`src/rtl/shift_sequencer.sv`:
```
// Run-control sequencer for the 8-bit one-hot right shifter: paces shift_sel at a programmable
// interval, handles run/pause/step/abort, and counts sweeps (one-hot bit reaching the LSB).
module shift_sequencer #(
  parameter int unsigned DIV_W   = 16,
  parameter int unsigned SWEEP_W = 8
) (
  input  logic               i_clk,
  input  logic               i_reset,
  input  logic               i_start,
  input  logic               i_stop,
  input  logic               i_step,
  input  logic [DIV_W-1:0]   i_period,
  input  logic [SWEEP_W-1:0] i_sweeps,
  input  logic [7:0]         i_pos,
  output logic               o_shift_sel,
  output logic               o_shift_rst,
  output logic               o_busy,
  output logic               o_paused,
  output logic               o_done,
  output logic               o_err,
  output logic [SWEEP_W-1:0] o_sweep_cnt
);

  typedef enum logic [1:0] {StIdle, StRun, StPaused} state_e;

  state_e               r_state;
  logic [DIV_W-1:0]     r_cnt;
  logic [DIV_W-1:0]     r_period;
  logic [SWEEP_W-1:0]   r_sweeps;
  logic [SWEEP_W-1:0]   r_sweep_cnt;
  logic                 r_shift_sel;
  logic                 r_shift_rst;
  logic                 r_done;
  logic                 r_err;

  state_e               w_state_d;
  logic [DIV_W-1:0]     w_cnt_d;
  logic [DIV_W-1:0]     w_period_d;
  logic [SWEEP_W-1:0]   w_sweeps_d;
  logic [SWEEP_W-1:0]   w_sweep_cnt_d;
  logic                 w_shift_sel_d;
  logic                 w_shift_rst_d;
  logic                 w_done_d;
  logic                 w_err_d;

  logic                 w_busy;
  logic                 w_onehot;
  logic                 w_sweep_ev;
  logic                 w_pos_bad;
  logic [SWEEP_W-1:0]   w_sweep_inc;

  assign w_busy      = (r_state != StIdle);
  assign w_onehot    = (i_pos != 8'd0) && ((i_pos & (i_pos - 8'd1)) == 8'd0);
  // The shift now being applied moves the bit from 8'h02 into the LSB.
  assign w_sweep_ev  = r_shift_sel && (i_pos == 8'h02) && w_busy;
  // Ignore pos while the shifter is still being reloaded.
  assign w_pos_bad   = w_busy && !r_shift_rst && !w_onehot;
  assign w_sweep_inc = r_sweep_cnt + SWEEP_W'(1);

  always_ff @(posedge i_clk) begin
    if (i_reset) begin
      r_state     <= StIdle;
      r_cnt       <= '0;
      r_period    <= '0;
      r_sweeps    <= '0;
      r_sweep_cnt <= '0;
      r_shift_sel <= 1'b0;
      r_shift_rst <= 1'b0;
      r_done      <= 1'b0;
      r_err       <= 1'b0;
    end else begin
      r_state     <= w_state_d;
      r_cnt       <= w_cnt_d;
      r_period    <= w_period_d;
      r_sweeps    <= w_sweeps_d;
      r_sweep_cnt <= w_sweep_cnt_d;
      r_shift_sel <= w_shift_sel_d;
      r_shift_rst <= w_shift_rst_d;
      r_done      <= w_done_d;
      r_err       <= w_err_d;
    end
  end

  always_comb begin
    w_state_d     = r_state;
    w_cnt_d       = r_cnt;
    w_period_d    = r_period;
    w_sweeps_d    = r_sweeps;
    w_sweep_cnt_d = r_sweep_cnt;
    w_shift_sel_d = 1'b0;
    w_shift_rst_d = 1'b0;
    w_done_d      = 1'b0;
    w_err_d       = r_err;

    unique case (r_state)
      StIdle: begin
        if (i_start) begin
          w_period_d    = i_period;
          w_sweeps_d    = i_sweeps;
          w_sweep_cnt_d = '0;
          w_cnt_d       = '0;
          w_err_d       = 1'b0;
          w_shift_rst_d = 1'b1;
          w_state_d     = StRun;
        end
      end
      StRun: begin
        if (i_stop) begin
          w_state_d = StPaused;
        end else if (r_cnt == r_period) begin
          w_shift_sel_d = 1'b1;
          w_cnt_d       = '0;
        end else begin
          w_cnt_d = r_cnt + DIV_W'(1);
        end
      end
      StPaused: begin
        if (i_stop) begin
          w_state_d = StIdle;
        end else if (i_start) begin
          w_state_d = StRun;
        end else if (i_step) begin
          w_shift_sel_d = 1'b1;
        end
      end
      default: w_state_d = StIdle;
    endcase

    if (w_sweep_ev) begin
      w_sweep_cnt_d = w_sweep_inc;
      if ((r_sweeps != '0) && (w_sweep_inc == r_sweeps)) begin
        w_state_d     = StIdle;
        w_done_d      = 1'b1;
        w_shift_sel_d = 1'b0;
      end
    end

    if (w_pos_bad) begin
      w_err_d       = 1'b1;
      w_state_d     = StIdle;
      w_shift_sel_d = 1'b0;
      w_done_d      = 1'b0;
    end
  end

  assign o_shift_sel = r_shift_sel;
  assign o_shift_rst = r_shift_rst;
  assign o_busy      = w_busy;
  assign o_paused    = (r_state == StPaused);
  assign o_done      = r_done;
  assign o_err       = r_err;
  assign o_sweep_cnt = r_sweep_cnt;

endmodule
```
`config.mk`:
```
export PLATFORM = sky130hd
export DESIGN_NAME = shift_sequencer
export DESIGN_NICKNAME = d
export VERILOG_FILES = /design/src/rtl/shift_sequencer.sv
export SDC_FILE = /design/constraint.sdc
export NUM_CORES = 1
export LEC_CHECK = 0
export BUFFER_PORTS_ARGS = -buffer_cell sky130_fd_sc_hd__buf_2
export CELL_PAD_IN_SITES_DETAIL_PLACEMENT = 1
export CELL_PAD_IN_SITES_GLOBAL_PLACEMENT = 2
export CORE_MARGIN = 5
export CORE_UTILIZATION = 32
export DETAILED_ROUTE_END_ITERATION = 16
export GPL_ROUTABILITY_DRIVEN = 0
export GPL_TIMING_DRIVEN = 0
export HOLD_SLACK_MARGIN = 0.02
export PLACE_DENSITY = 0.88
export SKIP_CTS_REPAIR_TIMING = 1
export SKIP_LAST_GASP = 1
export SLEW_MARGIN = 15
export SYNTH_ARGS = -nofsm -noshare
export SYNTH_HDL_FRONTEND = slang
export SYNTH_SLANG_ARGS = --single-unit
```
`constraint.sdc`:
```
create_clock -name i_clk -period 2.65 [get_ports i_clk]
set_input_delay 0.3975 -clock i_clk [delete_from_list [all_inputs] [get_ports i_clk]]
set_output_delay 0.3975 -clock i_clk [all_outputs]
set_load 0.005 [all_outputs]
```
==> results.ini <==
[outcome]
outcome = finished, final reports clean

[synthesis]
yosys.cell_types.count = 48
synthesis.area_um2 = 2785
yosysMostFrequentCell = nand2_1
synthTopCellsByCount = nand2_1, dfxtp_1, a21oi_1, xnor2_1, nor2_1
synthCells = 344
synth-edff-count = 0
yosys.area.top_type_share_pct = 38.81
synth-seq-cells = 54
yosysTopAreaCell = dfxtp_1
ys.warnings.count = 0
syn_nets = 387
ys_async_sr_fraction_pct = 0
synth-main-ff-cell = dfxtp_1
yosysSeqAreaShare_pct = 38.81
avgSynthCellArea_um2 = 8.096
synthTopCellsByArea = dfxtp_1, xnor2_1, nand2_1

[floorplanning]
dieArea_um2 = 10670
start_util_pct = 32.41
ioPinCount = 51
core.rowCount = 34
core-area_um2 = 8593
fp.dieW_um = 103.3
die_height_um = 103.3

[power]
netSwitchingPower_mw = 0.6528
combinationalPowerShare_pct = 25.4
clkPwrFrac_pct = 26.1
p_int_mw = 1.256
p_leak_nw = 1.230
power_density_nw_per_um2 = 584.6
switching_share_pct = 34.19
p_total_mw = 1.909
p_seq_share_pct = 48.5
ir_drop_mv = 0.2298

[worst_setup_path]
path_max_fanout = 10
slowest_stage = clkbuf_1
cp_data_required_time_ns = 2.86
path_cells = inv_1 > ha_1 > buf_2 > nor2b_1 > o21a_1 > clkbuf_1 > a21o_1 > buf_2 > nor2_1
critPathMaxStageDelay_ns = 0.43
critPathArrivalTime_ns = 2.62
start_kind = flip-flop
cp-end-kind = flip-flop
crit_type = flip-flop to flip-flop
cpMostUsedCell = buf_2

[sta]
slew_headroom_pct = 60.06
drv_slew = 0
fmax_mhz = 415.0
setup_ws_ns = 0.2404
worst_pin_slew_ns = 0.5985
clock_skew_ns = 0.01123
min_period_ns = 2.410
rsz0062_at_grt = false
setup_viol = 0
finalHoldViolations = 0
tns_ns = 0
fin_crit_sh_pct = 90.93

[global_routing]
met2_usage_pct = 26.00
busiest_layer = met2
grt_pass1_wl_um = 12990
antenna_found_initial = 0
overflow = 0
grt_pass1_vias = 2728
use_met1_pct = 20.16
track_usage_pct = 15.47
grt_use_met3_pct = 2.884
grt_max_degree = 20

[clock_network]
cts-root-buf = clkbuf_8
clock-sinks = 54
numCtsBuffers = 5
cts_tree = done
path_clk_slew_ns = 0.11
h-tree-depth = 2
clk_path_buf_depth = 2
clock_latency_ns = 0.32

[placed_design]
place_inst = 502
io_buffers = 50
dp_slack_ns = 0.2079
dp_hpwl_um = 6163

[route]
drtIter0Drc = 86
via_per_inst = 5.078
drc = 0
vias = 2590
totalWireLength_um = 7747
dr.pass1.iters = 4
postRouteAntennaNets = 0
detail_route.wl_per_cell_um = 15.19

[final_layout]
nFillCells = 1095
fin_nets = 444
syn2layout_area_growth_pct = 17.25
final_cell_count_no_fill = 510
antenna_cells = 0
drive_above_1_share_pct = 17.66

[job]
maxCapViolations = 0

[worst_hold_path]
min_path_type = input pin to flip-flop

final cells by class:
class | count | area (µm²) | share of cell area (%)
well taps | 108 | 135.1 | 4.138
plain buffers | 14 | 58.81 | 1.801
clock inverters | 3 | 26.28 | 0.8046
multi-input cells | 269 | 1619 | 49.58
inverters | 7 | 26.28 | 0.8046
repair buffers | 50 | 250.2 | 7.663
flip-flops and latches | 54 | 1081 | 33.10
clock buffers | 5 | 68.82 | 2.107
sequential cells by signal, summed over array words and instances, names as in the netlist:
signal	cells
o_done	1
o_sweep_cnt	8
r_state	2
o_shift_sel	1
r_sweeps	8
r_cnt	16
r_period	16
o_shift_rst	1
o_err	1
layer usage:
layer / up-vias / share of wire (%)
met5: - / 0
met4: 0 / 1.5
met3: 9 / 3.6
met2: 48 / 46
met1: 1240 / 48
li1: 1293 / -
power by group through the flow:
| stage | Combinational [mW] | Clock (mW) | Sequential [mW] |
|---|---|---|---|
| floorplan | 0.340 | 0 | 0.930 |
| global placement | 0.482 | 0 | 0.942 |
| detailed placement | 0.492 | 0 | 0.945 |
| CTS | 0.495 | 0.518 | 0.926 |
| global route | 0.549 | 0.550 | 0.934 |
| finish | 0.485 | 0.499 | 0.926 |
stage by stage:
stage / area (µm²) / hold WS [ns] / util [%]
after floorplan: 2785 / 0.4474 / -
after global placement: 3171 / 0.4574 / 36.90
after detailed placement: 3171 / 0.4678 / 36.90
after CTS: 3266 / 0.2942 / 38.00
after global routing: 3266 / 0.2829 / 38.00
final: 3266 / 0.3053 / 38.00
path summary, 6_finish.rpt:
path | slack, ns | to | depth (start not counted) | startpoint
setup / recovery | 0.24 | r_cnt[4] | 9 | r_state[1]
hold / removal | 0.31 | r_period[11] | 3 | i_period[11]
setup reg to reg | 0.24 | r_cnt[4] | 9 | r_state[1]
hold reg to reg | 0.48 | r_period[10] | 2 | r_period[10]
worst max-delay path: cells and delay by family (launching register included):
kind / cells / cell delay [ns]
compound gates: 2 / 0.50
fa+ha+maj: 1 / 0.17
buf+inv: 4 / 1.01
flops: 1 / 0.35
simple gates: 2 / 0.30
kinds of logic after synthesis:
kind of cell | share of synthesized area [%]
simple gates | 27.54
mux | 1.123
buf+inv | 3.055
xor+xnor | 13.39
fa+ha+maj | 2.695
compound gates | 13.39
flops | 38.81
layout by cell type, fill, tap and decap left out, drive strengths merged, types with 4 or more instances in the layout:
master  instances
nand2          65
buf            55
dfxtp          54
a21oi          36
xnor2          33
nor2           32
clkbuf         14
nor3           11
nand3          10
inv            10
o21ai           8
xor2            7
nand4           7
ha              6
nor4            5
and2            4
a31oi           4
and3            4
No activity file was read; power rests on OpenSTA's default activity.
